===== src/rtl/alu_pkg.sv =====
// Shared types for the ALU issue controller: opcodes, request/response
// payloads, PSW flag bundle and the issue FSM state encoding.
package alu_pkg;

    typedef enum logic [3:0] {
        OP_NOP  = 4'h0, OP_ADD = 4'h1, OP_ADDC = 4'h2, OP_SUB = 4'h3,
        OP_INC  = 4'h4, OP_DEC = 4'h5, OP_MUL  = 4'h6, OP_DIV = 4'h7,
        OP_DA   = 4'h8, OP_NOT = 4'h9, OP_AND  = 4'hA, OP_XRL = 4'hB,
        OP_OR   = 4'hC, OP_RL  = 4'hD, OP_RLC  = 4'hE, OP_RR  = 4'hF
    } alu_op_t;

    typedef struct packed {
        alu_op_t    op;
        logic [7:0] src1;
        logic [7:0] src2;
        logic [7:0] src3;
        logic       cy;
        logic       ac;
        logic       bit_in;
    } alu_req_t;

    typedef struct packed {
        logic cy;
        logic ac;
        logic ov;
    } alu_flags_t;

    typedef struct packed {
        logic [7:0] des1;
        logic [7:0] des2;
        logic [7:0] des3;
        logic [7:0] acc;
        logic       err;
    } alu_rsp_t;

    typedef enum logic [1:0] {
        ST_IDLE  = 2'd0,
        ST_ISSUE = 2'd1,
        ST_WAIT  = 2'd2,
        ST_RESP  = 2'd3
    } issue_state_t;

    localparam int TMR_W = 8;

endpackage


===== src/rtl/alu_cmd_fifo.sv =====
// Command buffer between the core sequencer and the issue FSM.
// Ports:
//   clk, reset        clock, async active-low reset (empties the FIFO)
//   push_i            write request; ignored while full
//   push_req_i        request fields to store
//   push_use_psw_i    per-command "take carry/aux-carry from PSW" flag
//   pop_i             read request; ignored while empty
//   head_req_o        request at the head of the queue
//   head_use_psw_o    use_psw flag at the head of the queue
//   full_o, empty_o   status from registered pointers only
module alu_cmd_fifo
    import alu_pkg::*;
#(
    parameter int DEPTH = 4
) (
    input  logic     clk,
    input  logic     reset,
    input  logic     push_i,
    input  alu_req_t push_req_i,
    input  logic     push_use_psw_i,
    input  logic     pop_i,
    output alu_req_t head_req_o,
    output logic     head_use_psw_o,
    output logic     full_o,
    output logic     empty_o
);

    localparam int AW = (DEPTH > 1) ? $clog2(DEPTH) : 1;

    // Pointers carry one extra wrap bit so full and empty are distinguishable.
    logic [AW:0] wr_ptr_q;
    logic [AW:0] rd_ptr_q;
    alu_req_t    mem_req_q [DEPTH];
    logic        mem_psw_q [DEPTH];

    logic do_push;
    logic do_pop;

    assign empty_o = (wr_ptr_q == rd_ptr_q);
    assign full_o  = (wr_ptr_q[AW] != rd_ptr_q[AW]) &&
                     (wr_ptr_q[AW-1:0] == rd_ptr_q[AW-1:0]);
    assign do_push = push_i && !full_o;
    assign do_pop  = pop_i && !empty_o;

    always_ff @(posedge clk or negedge reset) begin
        if (!reset) begin
            wr_ptr_q <= '0;
            rd_ptr_q <= '0;
        end else begin
            if (do_push) wr_ptr_q <= wr_ptr_q + 1'b1;
            if (do_pop)  rd_ptr_q <= rd_ptr_q + 1'b1;
        end
    end

    always_ff @(posedge clk) begin
        if (do_push) begin
            mem_req_q[wr_ptr_q[AW-1:0]] <= push_req_i;
            mem_psw_q[wr_ptr_q[AW-1:0]] <= push_use_psw_i;
        end
    end

    assign head_req_o     = mem_req_q[rd_ptr_q[AW-1:0]];
    assign head_use_psw_o = mem_psw_q[rd_ptr_q[AW-1:0]];

endmodule


===== src/rtl/alu_issue_ctrl.sv =====
// ALU command issuer / result collector. Buffers sequencer commands, issues
// one ALU operation at a time, waits for the result with a timeout, returns
// it on a ready/valid response port and keeps a PSW (cy/ac/ov) that can feed
// the next operation's carry inputs.
// Ports:
//   clk, reset                         clock, async active-low reset
//   cmd_valid/cmd_ready, cmd_*         command handshake and fields
//   op_code, src1..3, srcCy, srcAc,
//   bit_in, valid_in                   ALU request
//   des1..3, des_acc, desCy, desAC,
//   desOv, valid_out                   ALU result
//   rsp_valid/rsp_ready, rsp_*         response handshake and payload
//   psw_cy, psw_ac, psw_ov             current PSW flags
//   err_spurious                       sticky: valid_out seen outside WAIT
//
// state | meaning
// IDLE  | waiting for a buffered command; pops and latches request fields
// ISSUE | valid_in high for this single cycle
// WAIT  | sampling the ALU, timeout counter running
// RESP  | response held on rsp_* until rsp_ready
module alu_issue_ctrl
    import alu_pkg::*;
#(
    parameter int CMD_DEPTH = 4,
    parameter int TIMEOUT   = 16
) (
    input  logic       clk,
    input  logic       reset,
    input  logic       cmd_valid,
    output logic       cmd_ready,
    input  logic [3:0] cmd_op,
    input  logic [7:0] cmd_src1,
    input  logic [7:0] cmd_src2,
    input  logic [7:0] cmd_src3,
    input  logic       cmd_cy,
    input  logic       cmd_ac,
    input  logic       cmd_bit,
    input  logic       cmd_use_psw,
    output logic [3:0] op_code,
    output logic [7:0] src1,
    output logic [7:0] src2,
    output logic [7:0] src3,
    output logic       srcCy,
    output logic       srcAc,
    output logic       bit_in,
    output logic       valid_in,
    input  logic [7:0] des1,
    input  logic [7:0] des2,
    input  logic [7:0] des3,
    input  logic [7:0] des_acc,
    input  logic       desCy,
    input  logic       desAC,
    input  logic       desOv,
    input  logic       valid_out,
    output logic       rsp_valid,
    input  logic       rsp_ready,
    output logic [7:0] rsp_des1,
    output logic [7:0] rsp_des2,
    output logic [7:0] rsp_des3,
    output logic [7:0] rsp_acc,
    output logic       rsp_err,
    output logic       psw_cy,
    output logic       psw_ac,
    output logic       psw_ov,
    output logic       err_spurious
);

    localparam logic [TMR_W-1:0] TMR_LAST = TMR_W'(TIMEOUT - 1);

    issue_state_t     state_q, state_d;
    alu_req_t         req_q, req_d;
    alu_flags_t       psw_q, psw_d;
    alu_rsp_t         rsp_q, rsp_d;
    logic [TMR_W-1:0] tmr_q, tmr_d;
    logic             spur_q, spur_d;

    alu_req_t cmd_req;
    alu_req_t head_req;
    logic     head_use_psw;
    logic     fifo_full;
    logic     fifo_empty;
    logic     fifo_pop;

    always_comb begin
        cmd_req        = '0;
        cmd_req.op     = alu_op_t'(cmd_op);
        cmd_req.src1   = cmd_src1;
        cmd_req.src2   = cmd_src2;
        cmd_req.src3   = cmd_src3;
        cmd_req.cy     = cmd_cy;
        cmd_req.ac     = cmd_ac;
        cmd_req.bit_in = cmd_bit;
    end

    alu_cmd_fifo #(
        .DEPTH (CMD_DEPTH)
    ) u_fifo (
        .clk            (clk),
        .reset          (reset),
        .push_i         (cmd_valid),
        .push_req_i     (cmd_req),
        .push_use_psw_i (cmd_use_psw),
        .pop_i          (fifo_pop),
        .head_req_o     (head_req),
        .head_use_psw_o (head_use_psw),
        .full_o         (fifo_full),
        .empty_o        (fifo_empty)
    );

    assign cmd_ready = !fifo_full;

    always_ff @(posedge clk or negedge reset) begin
        if (!reset) begin
            state_q <= ST_IDLE;
            req_q   <= '0;
            psw_q   <= '0;
            rsp_q   <= '0;
            tmr_q   <= '0;
            spur_q  <= 1'b0;
        end else begin
            state_q <= state_d;
            req_q   <= req_d;
            psw_q   <= psw_d;
            rsp_q   <= rsp_d;
            tmr_q   <= tmr_d;
            spur_q  <= spur_d;
        end
    end

    always_comb begin
        state_d  = state_q;
        req_d    = req_q;
        psw_d    = psw_q;
        rsp_d    = rsp_q;
        tmr_d    = tmr_q;
        fifo_pop = 1'b0;
        spur_d   = spur_q | (valid_out && (state_q != ST_WAIT));

        case (state_q)
            ST_IDLE: begin
                if (!fifo_empty) begin
                    fifo_pop = 1'b1;
                    req_d    = head_req;
                    // PSW is read here, at pop time, so a result written in
                    // the previous WAIT already feeds this operation.
                    if (head_use_psw) begin
                        req_d.cy = psw_q.cy;
                        req_d.ac = psw_q.ac;
                    end
                    state_d = ST_ISSUE;
                end
            end
            ST_ISSUE: begin
                tmr_d   = '0;
                state_d = ST_WAIT;
            end
            ST_WAIT: begin
                // A result arriving on the last counted cycle still wins.
                if (valid_out) begin
                    rsp_d.des1 = des1;
                    rsp_d.des2 = des2;
                    rsp_d.des3 = des3;
                    rsp_d.acc  = des_acc;
                    rsp_d.err  = 1'b0;
                    psw_d.cy   = desCy;
                    psw_d.ac   = desAC;
                    psw_d.ov   = desOv;
                    state_d    = ST_RESP;
                end else if (tmr_q == TMR_LAST) begin
                    rsp_d     = '0;
                    rsp_d.err = 1'b1;
                    state_d   = ST_RESP;
                end else begin
                    tmr_d = tmr_q + 1'b1;
                end
            end
            ST_RESP: begin
                if (rsp_ready) state_d = ST_IDLE;
            end
            default: state_d = ST_IDLE;
        endcase
    end

    assign op_code      = req_q.op;
    assign src1         = req_q.src1;
    assign src2         = req_q.src2;
    assign src3         = req_q.src3;
    assign srcCy        = req_q.cy;
    assign srcAc        = req_q.ac;
    assign bit_in       = req_q.bit_in;
    assign valid_in     = (state_q == ST_ISSUE);

    assign rsp_valid    = (state_q == ST_RESP);
    assign rsp_des1     = rsp_q.des1;
    assign rsp_des2     = rsp_q.des2;
    assign rsp_des3     = rsp_q.des3;
    assign rsp_acc      = rsp_q.acc;
    assign rsp_err      = rsp_q.err;

    assign psw_cy       = psw_q.cy;
    assign psw_ac       = psw_q.ac;
    assign psw_ov       = psw_q.ov;
    assign err_spurious = spur_q;

endmodule


===== config.mk =====
export PLATFORM = sky130hd
export DESIGN_NAME = alu_issue_ctrl
export DESIGN_NICKNAME = d
export VERILOG_FILES = /design/src/rtl/alu_pkg.sv /design/src/rtl/alu_cmd_fifo.sv /design/src/rtl/alu_issue_ctrl.sv
export SDC_FILE = /design/constraint.sdc
export NUM_CORES = 1
export LEC_CHECK = 0
export BUFFER_PORTS_ARGS = -buffer_cell sky130_fd_sc_hd__clkbuf_2
export CAP_MARGIN = 30
export CORE_ASPECT_RATIO = 1.4
export CORE_MARGIN = 3
export CORE_UTILIZATION = 25
export DETAILED_ROUTE_END_ITERATION = 8
export PLACE_DENSITY_LB_ADDON = 0.15
export SLEW_MARGIN = 10
export SYNTH_ARGS = -nofsm -noshare
export SYNTH_HDL_FRONTEND = slang
export SYNTH_SLANG_ARGS = --single-unit

===== constraint.sdc =====
create_clock -name clk -period 5.9 [get_ports clk]
set_input_delay 0.885 -clock clk [delete_from_list [all_inputs] [get_ports clk]]
set_output_delay 0.885 -clock clk [all_outputs]
set_load 0.01 [all_outputs]

==> metrics.yaml <==
initial_core_util: 0.2559
start_kind: "register"
fin_crit_ns: 2.762
cts_sinks: 212
synth_flop_cell: "edfxtp_1"
synth_xor_area_frac: 0.009688
overflow: 0
synthArstFlopShare: 0.3962
port_buffers: 142
r2r_slack_ns: 3.22
setup_violations: 0
grt_pass1_wl_um: 27430
post_cts_resized: 0
finalNetCount: 670
cts_max_path_buffers: 3
first_global_vias: 4696
final-seq-area_um2: 5948
wl_met3_um: 1147
fillers: 3102
synth_top_family_by_area: "multiplexers"
cts.root.buffer_cell: "clkbuf_16"
synthTopCellsByArea: "edfxtp_1 47%, dfrtp_1 26%, mux4_2 8.9%"
ios: 143
wire_per_inst_um: 18.35
syn_nets: 511
p_leak_nw: 4.067
detail_route.wirelength_um: 18350
slew_headroom: 0.4750
die_h_um: 219.5
power.density_nw_per_um2: 538.9
r2r-start: "u_fifo.rd_ptr_q[1]"
areaGrowthSynthToFinish_pct: 25.22
fp.dieW_um: 158.5
fin_cells: 1000
highest-signal-layer: "met5"
synthMuxAreaShare: 0.1393
r2r_end: "src3[7]"
peakVddDrop_v: 0.0002576
total_power_mw: 5.490
cts_tree: "built"
crit_type: "register to output port"
worst_setup_path_end_kind: "output port"
outcome: "finished clean"
synth-seq-cells: 212
path_clk_slew_ns: 0.06
dr.pass1.iters: 5
synthCells: 428
grt_max_degree: 70
die_area_um2: 34780
final.setup.worst_slack_ns: 3.138
vias: 4427
synth_cell_types: 42
ant_nets: 0
grtUsageTotal: 0.1031
rsz0062_at_grt: "no"
netlist_top_cells_count: "128 x edfxtp_1, 84 x dfrtp_1, 32 x a22o_1, 32 x mux2_2, 32 x mux4_2"
synthAdderAreaFrac: 0.01692
rows: 77
drt-met1-wl_um: 7514
synth.most_common_cell: "edfxtp_1"
multi_input_area_um2: 2039
synth_compound_area_frac: 0.05920
worst_ep_arrival_time_ns: 1.88
cp_max_fo: 18
dp_worst_setup_slack_ns: 2.765
clock_latency_ns: 0.52
synth-simple-area-share: 0.02491
cts_max_level: 1
fin_tns_setup_ns: 0
postCtsSetupRepairBufs: 0
yosys_warnings: 0
netlist.area_leader.share: 0.4724
finalHoldViolations: 0
tightest_slew_ns: 0.7875
maxCapViolations: 0
hpwlAfterDp_um: 11820
cp.required_ns: 5.02
period_share: 0.4681
syn_avg_cell_area_um2: 19.01
hp-class: "input pin to async pin"
diodes: 0
ctsHoldBuffers: 0
avgViaCountPerCell: 4.427
antenna_found_initial: 2
max_freq_mhz: 362.1
synthesis.area_um2: 8137
drt_iter0_drc: 155
drv_slew: 0
synth_enable_flop_cells: 128
cts_buffers: 24
globalplace.congestion: 0.7282
dp.cells: 950
drive_gt1_frac: 0.4248
ys_seq_area_frac: 0.7307
core_um2: 31790
synth_top_cell_by_area: "edfxtp_1"
drc: 0
fin_skew_ns: 0.02661
wl_met2_um: 9268
r2r.worst_path.cells: 5
## placed cells by master, fill, tap and decap left out, types with 3 or more instances in the layout
cell type,n
xor2_1,5
clkinv_2,3
buf_4,5
clkbuf_16,25
clkbuf_2,141
o21ai_0,6
ha_1,11
nand2_1,9
buf_16,3
a21o_1,3
mux2i_1,3
buf_12,3
nor2_1,6
mux4_2,32
clkbuf_1,7
and2_2,4
edfxtp_1,128
nand3_1,4
mux2_2,32
a22o_1,32
inv_1,13
clkinv_1,6
dfrtp_1,82
xnor2_1,4
## metal layers
metal / vias up / track usage
met5: - / 0
met4: 4 / 0.03156
met3: 35 / 0.02554
met2: 146 / 0.1851
met1: 2243 / 0.1205
li1: 1999 / -
## sequential cells by signal (all words and copies together), names as in the netlist, 2 cells and up
signal / cells
op_code: 4
rsp_acc: 8
rsp_des1: 8
rsp_des2: 8
rsp_des3: 8
src1: 8
src2: 8
src3: 8
state_q: 2
tmr_q: 8
u_fifo.mem_psw_q: 4
u_fifo.mem_req_q: 124
u_fifo.rd_ptr_q: 3
u_fifo.wr_ptr_q: 3
## worst max-delay path by stage
stage	slack [ns]	end	from	depth (start not counted)
floorplan	3.38	u_fifo.mem_psw_q[3]	cmd_valid	3
global placement	2.91	src1[5]	u_fifo.rd_ptr_q[1]	4
detailed placement	2.77	u_fifo.mem_req_q[3][5]	u_fifo.rd_ptr_q[1]	3
CTS	2.76	u_fifo.mem_req_q[0][11]	u_fifo.rd_ptr_q[1]	3
global route	2.99	cmd_ready	u_fifo.rd_ptr_q[0]	3
finish	3.14	cmd_ready	u_fifo.rd_ptr_q[0]	3
## cell type report
cell class | instances | share of cell area
sequential | 212 | 0.5838
multi-input combinational | 183 | 0.2002
timing repair buffer | 153 | 0.08842
clock buffer | 32 | 0.06398
tap | 395 | 0.04851
clock inverter | 12 | 0.01032
inverter | 13 | 0.004789
## where the power goes
| group | switching [mW] | leakage (nW) | internal, mW |
|---|---|---|---|
| Sequential | 0.250 | 2.20 | 2.06 |
| Clock | 0.567 | 0.366 | 0.859 |
| Combinational | 0.894 | 1.50 | 0.856 |
| Total | 1.71 | 4.07 | 3.78 |
## per-stage QoR
stage | area, um2 | util | hold WS (ns)
2_1_floorplan | 8137 | - | 0.4604
3_3_place_gp | 9274 | 0.2917 | 0.4492
3_5_place_dp | 9289 | 0.2922 | 0.4643
4_1_cts | 10050 | 0.3160 | 0.2266
5_1_grt | 10190 | 0.3205 | 0.2315
6_report | 10190 | 0.3205 | 0.2392
## logic make-up (layout without fill, tap and decap cells)
family / after synthesis / in the layout
AOI/OAI and AO/OA: 58 / 58
xor gates and xnor gates: 9 / 9
adders and majority gates: 11 / 11
buffers and inverters: 33 / 210
DFF: 212 / 212
muxes: 69 / 69
and+or+nand+nor: 36 / 36
## worst max-delay path, stage by stage (launching register included)
cell and delay [ns]:
dfrtp_2 0.78, xnor2_1 0.23, nand3_1 0.17, clkbuf_2 0.19
(Power assumes the default switching activity.)
